`src/rtl/uart_rx_os.sv`:
```
// Oversampling UART receiver: synchronises rx, majority-votes three mid-bit samples,
// and presents each word on a valid/ready output register with error and break status.
module uart_rx_os #(
    parameter int DIV_WIDTH   = 16,
    parameter int OS_RATE     = 16,
    parameter int SYNC_STAGES = 2
) (
    input  logic                 clk,
    input  logic                 rst,
    input  logic                 rx,
    input  logic [DIV_WIDTH-1:0] divisor,
    input  logic [1:0]           data_size,
    input  logic                 parity_en,
    input  logic [1:0]           parity_mode,
    input  logic                 stop_bit_size,
    output logic [7:0]           data,
    output logic                 valid,
    input  logic                 ready,
    output logic                 error_parity,
    output logic                 error_frame,
    output logic                 break_det,
    output logic                 error_overrun,
    output logic                 busy
);

    localparam int PH_W = $clog2(OS_RATE);
    localparam logic [PH_W-1:0] PH_S0   = PH_W'(OS_RATE / 2 - 1);
    localparam logic [PH_W-1:0] PH_S1   = PH_W'(OS_RATE / 2);
    localparam logic [PH_W-1:0] PH_DEC  = PH_W'(OS_RATE / 2 + 1);
    localparam logic [PH_W-1:0] PH_LAST = PH_W'(OS_RATE - 1);

    typedef enum logic [2:0] {
        S_IDLE,
        S_START,
        S_DATA,
        S_PARITY,
        S_STOP,
        S_WAIT_HIGH
    } state_e;

    // Synchroniser and edge history
    logic [SYNC_STAGES-1:0] sync_q;
    logic                   rxs;
    logic                   rxs_prev_q;

    assign rxs = sync_q[SYNC_STAGES-1];

    // NOTE: every clocked register uses non-blocking assignment so all flops see pre-edge values.
    always_ff @(posedge clk) begin
        if (rst) begin
            sync_q     <= '1;
            rxs_prev_q <= 1'b0;
        end else begin
            sync_q     <= {sync_q[SYNC_STAGES-2:0], rx};
            rxs_prev_q <= rxs;
        end
    end

    // Frame state, counters and per-frame configuration
    state_e                 state_q;
    logic                   busy_q;
    logic [DIV_WIDTH-1:0]   div_q;
    logic [DIV_WIDTH-1:0]   div_cnt_q;
    logic [PH_W-1:0]        phase_q;
    logic [1:0]             size_q;
    logic                   par_en_q;
    logic [1:0]             par_mode_q;
    logic                   stop2_q;
    logic [2:0]             bit_idx_q;
    logic                   stop_idx_q;
    logic [1:0]             samp_q;
    logic [7:0]             shift_q;
    logic                   par_err_q;
    logic                   frm_err_q;
    logic                   brk_q;
    logic                   zero_q;
    logic                   frame_end_q;

    logic tick;
    logic decide;
    logic bit_end;
    logic maj;
    logic xor_all;
    logic par_err_d;

    assign tick    = (div_cnt_q == div_q);
    assign decide  = tick && (phase_q == PH_DEC);
    assign bit_end = tick && (phase_q == PH_LAST);
    assign maj     = (samp_q[0] & samp_q[1]) | (samp_q[0] & rxs) | (samp_q[1] & rxs);
    assign xor_all = (^shift_q) ^ maj;

    // NOTE: a default on the first line of a combinational block keeps every path assigned, so no latch.
    always_comb begin
        par_err_d = 1'b0;
        case (par_mode_q)
            2'b11:   par_err_d = ~xor_all;
            2'b10:   par_err_d = xor_all;
            2'b01:   par_err_d = ~maj;
            default: par_err_d = maj;
        endcase
    end

    always_ff @(posedge clk) begin
        if (rst) begin
            state_q     <= S_IDLE;
            busy_q      <= 1'b0;
            div_q       <= '0;
            div_cnt_q   <= '0;
            phase_q     <= '0;
            size_q      <= '0;
            par_en_q    <= 1'b0;
            par_mode_q  <= '0;
            stop2_q     <= 1'b0;
            bit_idx_q   <= '0;
            stop_idx_q  <= 1'b0;
            samp_q      <= '0;
            shift_q     <= '0;
            par_err_q   <= 1'b0;
            frm_err_q   <= 1'b0;
            brk_q       <= 1'b0;
            zero_q      <= 1'b0;
            frame_end_q <= 1'b0;
        end else begin
            frame_end_q <= 1'b0;
            if (tick) begin
                div_cnt_q <= '0;
                phase_q   <= phase_q + PH_W'(1);
            end else begin
                div_cnt_q <= div_cnt_q + DIV_WIDTH'(1);
            end
            if (tick && phase_q == PH_S0) samp_q[0] <= rxs;
            if (tick && phase_q == PH_S1) samp_q[1] <= rxs;

            case (state_q)
                S_IDLE: begin
                    div_cnt_q <= '0;
                    phase_q   <= '0;
                    if (!rxs && rxs_prev_q) begin
                        state_q    <= S_START;
                        busy_q     <= 1'b1;
                        div_q      <= divisor;
                        size_q     <= data_size;
                        par_en_q   <= parity_en;
                        par_mode_q <= parity_mode;
                        stop2_q    <= stop_bit_size;
                        bit_idx_q  <= '0;
                        stop_idx_q <= 1'b0;
                        shift_q    <= '0;
                        par_err_q  <= 1'b0;
                        frm_err_q  <= 1'b0;
                        brk_q      <= 1'b0;
                        zero_q     <= 1'b1;
                    end
                end
                S_START: begin
                    if (decide && maj) begin
                        state_q <= S_IDLE;
                        busy_q  <= 1'b0;
                    end else if (bit_end) begin
                        state_q <= S_DATA;
                    end
                end
                S_DATA: begin
                    if (decide) begin
                        shift_q[bit_idx_q] <= maj;
                        if (maj) zero_q <= 1'b0;
                    end
                    if (bit_end) begin
                        // last index is 4..7, i.e. {1, data_size}
                        if (bit_idx_q == {1'b1, size_q}) begin
                            state_q <= par_en_q ? S_PARITY : S_STOP;
                        end else begin
                            bit_idx_q <= bit_idx_q + 3'd1;
                        end
                    end
                end
                S_PARITY: begin
                    if (decide) begin
                        par_err_q <= par_err_d;
                        if (maj) zero_q <= 1'b0;
                    end
                    if (bit_end) state_q <= S_STOP;
                end
                S_STOP: begin
                    if (decide) begin
                        if (!maj) frm_err_q <= 1'b1;
                        if (!stop_idx_q) brk_q <= zero_q & ~maj;
                        // The frame ends at the last stop bit's decision, not its end.
                        if (stop_idx_q == stop2_q) begin
                            frame_end_q <= 1'b1;
                            state_q     <= maj ? S_IDLE : S_WAIT_HIGH;
                            busy_q      <= ~maj;
                        end
                    end else if (bit_end) begin
                        stop_idx_q <= 1'b1;
                    end
                end
                S_WAIT_HIGH: begin
                    div_cnt_q <= '0;
                    phase_q   <= '0;
                    if (rxs) begin
                        state_q <= S_IDLE;
                        busy_q  <= 1'b0;
                    end
                end
                default: begin
                    state_q <= S_IDLE;
                    busy_q  <= 1'b0;
                end
            endcase
        end
    end

    // Output register: holds until accepted; a word arriving while full is dropped.
    logic [7:0] data_q;
    logic       valid_q;
    logic       err_par_q;
    logic       err_frm_q;
    logic       brk_out_q;
    logic       ovr_q;

    always_ff @(posedge clk) begin
        if (rst) begin
            data_q    <= '0;
            valid_q   <= 1'b0;
            err_par_q <= 1'b0;
            err_frm_q <= 1'b0;
            brk_out_q <= 1'b0;
            ovr_q     <= 1'b0;
        end else begin
            ovr_q <= 1'b0;
            if (frame_end_q) begin
                if (valid_q && !ready) begin
                    ovr_q <= 1'b1;
                end else begin
                    data_q    <= shift_q;
                    err_par_q <= par_err_q;
                    err_frm_q <= frm_err_q;
                    brk_out_q <= brk_q;
                    valid_q   <= 1'b1;
                end
            end else if (valid_q && ready) begin
                valid_q <= 1'b0;
            end
        end
    end

    assign data          = data_q;
    assign valid         = valid_q;
    assign error_parity  = err_par_q;
    assign error_frame   = err_frm_q;
    assign break_det     = brk_out_q;
    assign error_overrun = ovr_q;
    assign busy          = busy_q;

endmodule
```
`config.mk`:
```
export PLATFORM = sky130hd
export DESIGN_NAME = uart_rx_os
export DESIGN_NICKNAME = d
export VERILOG_FILES = /design/src/rtl/uart_rx_os.sv
export SDC_FILE = /design/constraint.sdc
export NUM_CORES = 1
export LEC_CHECK = 0
export BUFFER_PORTS_ARGS = -buffer_cell sky130_fd_sc_hd__buf_2
export CAP_MARGIN = 20
export CORE_ASPECT_RATIO = 0.7
export CORE_MARGIN = 5
export CORE_UTILIZATION = 35
export CTS_BUF_LIST = sky130_fd_sc_hd__clkbuf_16
export CTS_CLUSTER_SIZE = 24
export DETAILED_ROUTE_END_ITERATION = 6
export GPL_TIMING_DRIVEN = 0
export SYNTH_ARGS = -nofsm -noshare
export SYNTH_HDL_FRONTEND = slang
export SYNTH_SLANG_ARGS = --single-unit
```
`constraint.sdc`:
```
create_clock -name clk -period 1.99 [get_ports clk]
set_clock_uncertainty 0.15 [all_clocks]
set_input_delay 0.0995 -clock clk [delete_from_list [all_inputs] [get_ports clk]]
set_output_delay 0.0995 -clock clk [all_outputs]
set_load 0.02 [all_outputs]
```
**After elaboration in Yosys (flattened, before gate mapping)**

Cells that the tools add are included.
W data, S select, Z words.

- Reductions and logical operators: 35
- Add/sub/neg operators: 3
- Equality and inequality tests: 34
- Bitwise operators: 14
- Magnitude comparators: 2
- Mux-type cells: 49

Operators with widths:

| cell | number |
|---|---|
| $mux W3 | 14 |
| $ne A2 B2 Y1 const B | 16 |
| $mux W1 | 21 |
| $reduce_and A4 Y1 | 5 |
| $pmux W3 S6 | 1 |
| $add A16 B1 Y16 const B | 1 |
| $eq A16 B16 Y1 | 1 |
| $mux W8 | 2 |
| $pmux W8 S2 | 1 |
| $eq A4 B4 Y1 const B | 3 |
| $pmux W1 S2 | 5 |
| $reduce_bool A2 Y1 | 5 |
| $logic_and A1 B1 Y1 | 9 |
| $bwmux W8 | 1 |
| $reduce_and A8 Y1 | 1 |
| $reduce_xor A8 Y1 | 1 |
| $not A1 Y1 | 7 |
| $eq A3 B2 Y1 const B | 2 |
| $eq A3 B3 Y1 const B | 2 |
| $pmux W3 S2 | 1 |
| $reduce_and A2 Y1 | 3 |
| $reduce_and A3 Y1 | 2 |
| $reduce_and A6 Y1 | 1 |
| $reduce_or A3 Y1 | 2 |
| 22 further kinds | 30 |

- Bits of input ports: 26
- Output and inout port bits: 14
- Word-level logic and storage cells: 164
- Flip-flop bits (word level): 81

**Longest topological paths before layout**

Gate-level depths: netlist (run 1).

- Word-level depth: 8
- Gate-level depth with buffers: 9
- Depth with buffers taken out: 8

**Worst setup path after synthesis (run 1)**

No wires, ideal clock.

- Kind: reg-to-reg
- Start point: register div_cnt_q[2]
- End point: register busy_q, in the netlist busy
- Library setup time: 0.121 ns
- Path buffers: 1
- Data required time: 1.719 ns
- Setup slack: -0.115 ns
- Period minus slack after synthesis: 2.105 ns
- Cell stages (with the launch flop): 8
- Data arrival time: 1.834 ns
- Path through: dfxtp_1 -> xnor2_1 -> nand4_1 -> nor4_4 -> buf_6 -> nand3_1 -> a211oi_1 -> mux2_2

- Cells in the longest elaborated chain, start to end: 5
- Elaborated cells on any way between the ends: 6
- Classes of those cells: eq/ne: 3; reduce/logical: 3

RTL lines:

| element | line | RTL |
|---|---|---|
| from (decl) | 63 | `logic [DIV_WIDTH-1:0] div_cnt_q;` |
| from (signal assigned) | 129 | `div_cnt_q <= div_cnt_q + DIV_WIDTH'(1);` |
| $eq A16 B16 Y1 (*) | 86 | `assign tick = (div_cnt_q == div_q);` |
| $logic_and A1 B1 Y1 (*) | 87 | `assign decide = tick && (phase_q == PH_DEC);` |
| $logic_and A1 B1 Y1 | 156 | `if (decide && maj) begin` |
| $ne A2 B2 Y1 (no line) | -- |  |
| $reduce_and A6 Y1 (no line) (*) | -- |  |
| to (signal assigned) | 192 | `busy_q <= ~maj;` |
| to (decl) | 61 | `logic busy_q;` |

Mark *: on every way between the ends. The rest lies on a longest branch, timed or not.
A chain may end at the register's enable or synchronous reset.

**Worst setup path in the final report (run 1)**

- Start point: register div_cnt_q[9]
- End point: register shift_q[1]

- Cells in the longest elaborated chain, start to end: 4

RTL lines:

| element | line | RTL |
|---|---|---|
| $eq A16 B16 Y1 | 86 |  |
| $logic_and A1 B1 Y1 | 87 |  |
| $ne A2 B2 Y1 (no line) | -- |  |
| $reduce_and A3 Y1 (no line) | -- |  |
| to (signal, indexed assignment) | 165 | `shift_q[bit_idx_q] <= maj;` |
| to (decl) | 72 | `logic [7:0] shift_q;` |

No other way between the ends.

==> run metrics, run 1 <==
vias per std cell between 4 and 5; cell area after layout ~0.0049 mm2; Clock transition at path regs ~0.060 ns; Slew Limit Fails 0; endpoint class of the critical path register; fillers ~1,000; Worst path max stage delay around 0.48 ns; R2R Path End shift_q[1]$_SDFFE_PP0P_; core area between 0.01 and 0.015 mm2; layout cell share with drive strength beyond 1 0.2607; num rows 31; Remaining DRCs 0; Clock Sink Count 81; total grt overflow 0; Setup Viol. Count Final 25; number of global-route vias before repair slightly above 3,000; CTS tree yes; Cell Area, Synth 0.003643 mm2; failing checks negative setup slack; Die X ~130 um; min Tclk post-route 2.246 ns; Layout Nets 540; critical path endpoint shift_q[1]$_SDFFE_PP0P_; Worst Path Arrival around 2.4 ns; FF-to-FF path depth 7; synthesized flop and latch total 81; Post-synth ARST share 0; Post-Syn Instances ~420; CTS Buf Count 9; Worst Hold Class register to register; Initial Utilization 0.3558; Max Fclk approximately 0.45 GHz; Leak ~1.9 nW; slowest CP cell or4_4; WL/cell ~15 um; Routed Antenna Nets 0; Synth Area in XOR/XNOR 0.1082; Seq/Total Area, Yosys 0.4451; Synth top area share 0.4451; Setup CP Type register to register; H-tree depth 3; worst hold start sync_q[0]$_SDFF_PP1_; first-pass GRT wire length approximately 16,000 um; input/output buffers 39; placed insts slightly below 600; Layout area overhead 34.89%; Worst-Skew Late Latency about 0.35 ns; initial antenna violation count 0; largest net degree at the start of global routing 16; Finished Layout Cells between 600 and 700; root buffer cell clkbuf_16; total track usage 0.1563; dpl hpwl approximately 6300 um; Period Utilization, post-route 1.128; Setup crit start kind register; top cell type by total area after synthesis dfxtp_1; IO Count 40; worst-case clock buffer depth 2; DR pass1 iterations 4; synth top area cells dfxtp_1 45%, xnor2_1 7.2%, nand2_1 6.9%; cells along the critical path xnor2_1 -> nand4_1 -> nor4_4 -> buf_6 -> a31oi_4 -> or4_4 -> o31ai_4; crit path from div_cnt_q[9]$_SDFF_PP0_; Max IR drop VDD between 0.0004 and 0.0005 V; Power Density 854.7 mW/mm2; starting DRC count in detailed routing roughly 230; Adder-Cell Fraction of Synth Area 0.01992; simple-gate share of the synthesized area 0.2273; top_reg_cell synth dfxtp_1; Max-slew headroom 0.6217; Setup TNS -3.682 ns; n_diodes 0; required time of the critical path roughly 2.1 ns; final wirelength 9384 um; mean post-synth cell area ~8.6 um2; worst-margin pin slew 0.5661 ns; Die Span Y ~95 um; Area after DPL 0.004023 mm2; post-synthesis mux area share 0.04705; Placer Congestion approximately 0.86; Final Hold Viols 0; Unique masters post-synth 49; die area 0.01258 mm2; status finished with violations; Setup WS post-layout -0.2556 ns; Max-cap violations 0; compound-cell area share of the yosys netlist 0.1185; reg2reg setup slack -0.26 ns; Syn Nets about 450; routed vias between 3,000 and 4,000; CP Max Fanout 6; main combinational cell family by area after synthesis simple AND/OR/NAND/NOR gates; R2R Path Start div_cnt_q[9]$_SDFF_PP0_; Post-synth EDFFs 0; RSZ-0062 raised after global routing yes; YS warnings 0
-- flip-flops by register name, indices dropped and copies added, names as in the netlist, 2 cells and up --
register,flops
bit_idx_q,3
data,8
div_cnt_q,16
div_q,16
par_mode_q,2
phase_q,4
samp_q,2
shift_q,8
size_q,2
state_q,3
sync_q,2
-- logic make-up (layout without fill, tap and decap cells) --
group           count (synthesis)  in the layout
xor+xnor                       45             45
flops                          81             81
mux                            17             17
compound gates                 73             73
buf+inv                        30            122
fa+ha+maj                       6              6
simple gates                  170            170
-- cells in the mapped netlist (5+ instances only) --
cell type,n
a21oi_1,35
and2_1,7
clkbuf_1,15
dfxtp_1,81
ha_1,5
inv_1,11
mux2i_1,16
nand2_1,67
nand3_1,7
nand4_1,8
nor2_1,45
nor2b_1,5
o211ai_1,6
o21ai_0,15
xnor2_1,30
xor2_1,15
-- through the flow --
stage / total power, mW / setup slack (ns) / utilization / hold WS (ns)
floorplan: 2.164 / -0.04208 / - / 0.05331
global placement: 2.320 / -0.5721 / 0.3928 / 0.1331
detailed placement: 2.327 / -0.5878 / 0.3928 / 0.1337
CTS: 4.134 / -0.2301 / 0.4674 / 0.2631
global route: 4.381 / -0.3331 / 0.4800 / 0.2818
finish: 4.201 / -0.2556 / 0.4800 / 0.2613
-- critical path, delay by kind of cell, from the launching register on --
kind                   cells  cell delay (ns)
XOR/XNOR                   1             0.18
buffers and inverters      1             0.19
AND/OR/NAND/NOR            3             1.06
AO/OA/AOI/OAI              2             0.26
flip-flops                 1             0.33
-- final cells by class --
type | count | area, um2 | share of cell area
well taps | 132 | 165.2 | 0.03360
multi-input cells | 311 | 2132 | 0.4338
repair buffers | 79 | 555.5 | 0.1130
clock inverters | 7 | 53.80 | 0.01095
plain buffers | 16 | 101.3 | 0.02062
flip-flops and latches | 81 | 1640 | 0.3338
clock buffers | 9 | 225.2 | 0.04582
inverters | 11 | 41.29 | 0.008401
-- routing by layer --
| metal | vias up | part of all wire | global-route usage |
|---|---|---|---|
| met5 | - | 0 | 0 |
| met3 | 5 | 0.066 | 0.04641 |
| met2 | 75 | 0.43 | 0.2336 |
| li1 | 1612 | - | - |
| met4 | 0 | 0.0034 | 0.04880 |
| met1 | 1482 | 0.50 | 0.2176 |
-- worst min-delay path by stage --
stage                            to  slack (ns)  cells after the start
2_1_floorplan  sync_q[0]$_SDFF_PP1_        0.05                      1
3_3_place_gp   sync_q[0]$_SDFF_PP1_        0.13                      2
3_5_place_dp   sync_q[0]$_SDFF_PP1_        0.13                      2
4_1_cts        sync_q[1]$_SDFF_PP1_        0.26                      1
5_1_grt        sync_q[1]$_SDFF_PP1_        0.28                      1
6_report       sync_q[1]$_SDFF_PP1_        0.26                      1
-- cells in the final DEF, fill, tap and decap left out, drive strengths merged, types with 4 or more instances in the layout --
cell,n
xnor2,30
nor2,45
or4,4
clkbuf,21
nor3b,4
nand3,7
nor2b,5
o21ai,16
o211ai,6
and2,7
ha,5
xor2,15
a21oi,35
dlygate4sd3,25
nand4,8
nand2,67
inv,13
buf,58
mux2i,16
dfxtp,81
-- where the power goes --
| group | total [mW] | leakage [nW] | switching, mW | internal [mW] |
|---|---|---|---|---|
| registers | 1.71 | 0.661 | 0.0454 | 1.67 |
| clock network | 1.56 | 0.128 | 0.706 | 0.853 |
| logic | 0.928 | 1.12 | 0.490 | 0.438 |
-- timing repair --
action,in CTS,in global routing
gates cloned,0,0
pin swaps,13,10
endpoints found under the setup margin,64,69
resized for setup,42,35
setup buffers,12,3
hold buffers,25,0
endpoints found under the hold margin,26,0
Power figures use the tool's default switching activity.
==> run 2, diff against run 1 <==
- SETUP_SLACK_MARGIN: unset -> 0.02
==> run metrics, run 2 (same netlist as run 1, synthesis figures left out) <==
status finished with violations; failing checks negative setup slack; reg2reg setup slack -0.23 ns; endpoint class of the critical path register; Setup crit start kind register; final core occ 0.4824; vias per std cell just under 5; Routed Antenna Nets 0; Slew Limit Fails 0; dpl hpwl 6340 um; Power Density between 800 and 900 mW/mm2; overall power ~4.2 mW; core area between 0.01 and 0.015 mm2; GR Util met3 0.04641; Die X 132.0 um; Period Utilization, post-route 1.118; FF-to-FF path depth 7; number of global-route vias before repair between 3,000 and 4,000; total grt overflow 0; Max-cap violations 0; CTS Buf Count 9; R2R Path End shift_q[1]$_SDFFE_PP0P_; RSZ-0062 raised after global routing yes; worst-margin pin slew roughly 0.54 ns; hold slack approximately 0.26 ns; GRT met2 Usage 0.2336; fillers 990; Layout Nets between 500 and 600; min Tclk post-route roughly 2.2 ns; first-pass GRT wire length ~16,000 um; Initial Utilization 0.3558; Max-slew headroom 0.6381; Multi-input gate area 0.002142 mm2; root buffer cell clkbuf_16; Max Fclk around 0.45 GHz; layout cell share with drive strength beyond 1 0.2641; total track usage 0.1564; final wirelength a little over 9000 um; hold endpoint sync_q[1]$_SDFF_PP1_; commonest non-fill, non-tap cells in the layout 70 x dfxtp_1, 66 x nand2_1, 42 x nor2_1; Max IR drop VDD between 0.0004 and 0.0005 V; input/output buffers 39; starting DRC count in detailed routing ~220; routed vias between 3,000 and 4,000; Clock transition at path regs around 0.07 ns; num rows 31; CP Max Fanout 6; largest net degree at the start of global routing 16; Layout area overhead 35.58%; H-tree depth 3; Final Hold Viols 0; worst-case clock buffer depth 2; Setup TNS -3.186 ns; required time of the critical path between 2 and 2.5 ns; Setup Viol. Count Final 25; Leak slightly below 2 nW; n_diodes 0; Largest regs div_cnt_q: 16 flops, div_q: 16 flops; WL/cell 14.42 um; DR pass1 iterations 4; R2R Path Start div_cnt_q[9]$_SDFF_PP0_; Placer Congestion 0.8561; Setup CP Type register to register; Clock Sink Count 81; IO Count 40; most common cell after layout, fill and taps aside dfxtp_1; CTS tree yes; Die Span Y roughly 95 um; Worst Path Arrival about 2.3 ns; register area 0.001640 mm2; initial antenna violation count 0; Setup WS post-layout -0.2343 ns; Worst Hold Class register to register; Worst-Skew Late Latency between 0.3 and 0.4 ns; Top Usage Layer GRT met2; met1 global-route usage 0.2179; worst hold path depth 1; Remaining DRCs 0; worst hold start sync_q[0]$_SDFF_PP1_; die area roughly 0.013 mm2
run 2: area by class of cell:
cell class                      instances  share of cell area
Buffer                                 15             0.01748
Timing Repair Buffer                   81              0.1185
Clock buffer                            9             0.04559
Tap cell                              132             0.03343
Inverter                               11            0.008359
Sequential cell                        81              0.3321
Clock inverter                          7             0.01089
Multi-Input combinational cell        311              0.4336
run 2: how the worst max path moves through the flow:
stage / from / end / slack, ns / depth (start not counted)
floorplan: div_cnt_q[7]$_SDFF_PP0_ / busy$_SDFFE_PP0P_ / -0.04 / 7
global placement: div_cnt_q[0]$_SDFF_PP0_ / div_cnt_q[11]$_SDFF_PP0_ / -0.57 / 7
detailed placement: div_cnt_q[0]$_SDFF_PP0_ / div_cnt_q[11]$_SDFF_PP0_ / -0.59 / 7
CTS: div_q[11]$_SDFFE_PP0P_ / busy$_SDFFE_PP0P_ / -0.23 / 7
global route: div_cnt_q[9]$_SDFF_PP0_ / shift_q[1]$_SDFFE_PP0P_ / -0.33 / 7
finish: div_cnt_q[9]$_SDFF_PP0_ / shift_q[1]$_SDFFE_PP0P_ / -0.23 / 7
run 2: per-stage QoR:
stage	instance area (um2)	std cells	setup WS, ns
6_report	4940	647	-0.2343
5_1_grt	4940	647	-0.3325
4_1_cts	4791	643	-0.2301
3_5_place_dp	4023	593	-0.5878
3_3_place_gp	4023	593	-0.5721
2_1_floorplan	3662	422	-0.04208
run 2: timing repair:
action	4_1_cts	5_1_grt
pin swaps	13	11
setup buffers	12	5
hold endpoints to repair	26	0
endpoints found under the setup margin	65	65
hold buffers	25	0
resized for setup	43	39
run 2: routing by layer:
metal,up-vias,wire length [um]
met5,-,0
met4,0,85
met3,9,644
met2,77,3970
met1,1485,4628
li1,1611,-
run 2: power breakdown:
part / switching (mW) / total [mW] / internal (mW)
Sequential: 0.0469 / 1.72 / 1.67
Clock: 0.708 / 1.56 / 0.853
Combinational: 0.500 / 0.968 / 0.468
Total: 1.25 / 4.24 / 2.99
run 2: worst max-delay path, cell delays in order (launching register included):
cell	delay, ns
dfxtp_2	0.33
xnor2_1	0.18
nand4_1	0.19
nor4_4	0.37
buf_6	0.19
a31oi_4	0.08
or4_4	0.48
o31ai_4	0.18
==> run 3, diff against run 2 <==
- ABC_AREA: unset -> 1
- PLACE_DENSITY: unset -> 0.54
==> run metrics, run 3 <==
Power Density about 980 mW/mm2; Finished Layout Cells 800; n_diodes 0; core area 0.01089 mm2; initial antenna violation count 0; Unique masters post-synth 36; hold endpoint sync_q[1]$_SDFF_PP1_; Post-synth EDFFs 0; Period Utilization, post-route 0.9945; root buffer cell clkbuf_16; Max IR drop VDD between 0.0004 and 0.0005 V; R2R Path End state_q[1]$_SDFFE_PP0P_; Syn Nets around 580; final core occ 0.4791; die area between 0.01 and 0.015 mm2; worst hold path depth 1; Largest regs div_cnt_q: 16 flops, div_q: 16 flops; vias per std cell ~4.6; first-pass GRT wire length about 16,000 um; CTS tree yes; Die Span Y slightly below 100 um; Top Usage Layer GRT met2; Layout Nets slightly below 700; Clock transition at path regs roughly 0.060 ns; reg2reg setup slack approximately 0.011 ns; Post-synth ARST share 0; Leak 2.134 nW; Worst Path Arrival approximately 2 ns; H-tree depth 3; number of global-route vias before repair approximately 3,300; top cell type by total area after synthesis dfxtp_1; placed insts roughly 740; CTS Buf Count 9; FF-to-FF path depth 13; synthesized flop and latch total 81; Slew Limit Fails 0; Multi-input gate area ~0.0021 mm2; Layout area overhead 35.17%; worst hold start sync_q[0]$_SDFF_PP1_; register area about 0.0016 mm2; Max Fclk between 0.5 and 0.6 GHz; YS warnings 0; CP Max Fanout 6; Comb power frac 0.349; status finished clean; RSZ-0062 raised after global routing yes; worst-case clock buffer depth 2; Net Sw Power roughly 1.9 mW; Synth top area share 0.4201; Cell Area, Synth roughly 0.0039 mm2; count leader, synth nand2_1; commonest non-fill, non-tap cells in the layout 85 x nand2_1, 74 x inv_1, 72 x dfxtp_1; Die X roughly 140 um; total track usage 0.1469; layout cell share with drive strength beyond 1 0.2550; Initial Utilization 0.3544; largest net degree at the start of global routing 13; WL/cell ~12 um; Clock Sink Count 81; IO Count 40; Worst Hold Class register to register; final wirelength 9840 um; fillers about 1,100; Setup crit start kind register; endpoint class of the critical path register; DR pass1 iterations 4; Worst-Skew Late Latency between 0.3 and 0.4 ns; synth top area cells dfxtp_1 42%, nand2_1 9.7%, inv_1 7.5%; met1 global-route usage 0.2099; required time of the critical path between 2 and 2.5 ns; Setup CP Type register to register; Remaining DRCs 0; P_int 3.236 mW; R2R Path Start div_cnt_q[0]$_SDFF_PP0_; Seq/Total Area, Yosys 0.4201; Placer Congestion around 0.85; starting DRC count in detailed routing between 200 and 250; min Tclk post-route roughly 2 ns; worst-margin pin slew roughly 0.67 ns; input/output buffers 39; GR Util met3 0.03141; Max-cap violations 0; mean post-synth cell area 7.082 um2; sequential share of power 0.367; Post-Syn Instances 545; Clk pwr share 0.284; GRT met2 Usage 0.2213; Setup Viol. Count Final 0; leading cell types by count after synthesis 100 x nand2_1, 81 x dfxtp_1, 77 x inv_1; top_reg_cell synth dfxtp_1; Final Hold Viols 0; sw frac 0.3670; routed vias 3,652; num rows 32; most common cell after layout, fill and taps aside nand2_1; Routed Antenna Nets 0; dpl hpwl a little under 7000 um; Max-slew headroom 0.5524; total grt overflow 0
run 3: power by group through the flow:
stage	Sequential, mW	Combinational (mW)	Clock (mW)
2_1_floorplan	1.88	1.09	0
6_report	1.88	1.78	1.45
4_1_cts	1.87	1.52	1.49
3_5_place_dp	1.90	1.40	0
3_3_place_gp	1.89	1.38	0
5_1_grt	1.90	1.99	1.55
run 3: timing repair:
item                                    4_1_cts  5_1_grt
setup buffers                                10       13
endpoints found under the setup margin       35       57
hold endpoints to repair                     27        0
pin swaps                                     9       36
resized for setup                            18       76
hold buffers                                 25        0
run 3: worst max-delay path, cell delays in order (launching register included):
cell     delay (ns)
dfxtp_4        0.36
buf_6          0.12
nand2_2        0.04
nand2_1        0.05
nor2_1         0.10
nand2_1        0.11
nor2_4         0.21
nand2_4        0.11
o21ai_4        0.14
inv_2          0.07
nor2_4         0.20
nand3_1        0.11
nand2_1        0.07
nor2_1         0.04
run 3: area by class of cell:
class / count / share of cell area
inverters: 83 / 0.06115
clock inverters: 7 / 0.005755
clock buffers: 9 / 0.04317
repair buffers: 86 / 0.1216
multi-input cells: 368 / 0.4074
well taps: 153 / 0.03669
plain buffers: 13 / 0.01079
flip-flops and latches: 81 / 0.3134
run 3: worst max-delay path by stage:
stage / end / cells after the start / startpoint / slack, ns
global placement: shift_q[1]$_SDFFE_PP0P_ / 11 / div_cnt_q[12]$_SDFF_PP0_ / -0.06
floorplan: div_cnt_q[14]$_SDFF_PP0_ / 13 / div_cnt_q[0]$_SDFF_PP0_ / 0.21
global route: state_q[0]$_SDFFE_PP0P_ / 13 / div_cnt_q[0]$_SDFF_PP0_ / -0.11
CTS: div_cnt_q[14]$_SDFF_PP0_ / 13 / div_cnt_q[0]$_SDFF_PP0_ / 0.02
finish: state_q[1]$_SDFFE_PP0P_ / 13 / div_cnt_q[0]$_SDFF_PP0_ / 0.01
detailed placement: shift_q[0]$_SDFFE_PP0P_ / 11 / div_cnt_q[12]$_SDFF_PP0_ / -0.08
run 3: through the flow:
stage          TNS (ns)  hold WS [ns]  area [um2]  setup slack [ns]  total power, mW
6_report              0        0.2569        5218           0.01103            5.112
3_5_place_dp    -0.7210        0.1359        4247          -0.08391            3.302
4_1_cts               0        0.2605        4853           0.02189            4.877
2_1_floorplan         0       0.05331        3860            0.2107            2.978
5_1_grt          -1.076        0.2772        5218           -0.1118            5.434
3_3_place_gp    -0.4281        0.1344        4247          -0.05835            3.278
run 3: kinds of logic (layout without fill, tap and decap cells):
logic type | Yosys count | in the layout | share of synthesized area
fa+ha+maj | 5 | 5 | 0.01621
compound gates | 117 | 117 | 0.1647
flops | 81 | 81 | 0.4201
xor+xnor | 14 | 14 | 0.03177
buf+inv | 96 | 198 | 0.09400
simple gates | 232 | 232 | 0.2733
run 3: per-layer routing:
layer	share of wire	routed length (um)
met5	0	0
met4	0.017	163
met3	0.028	275
met2	0.44	4289
met1	0.52	5111
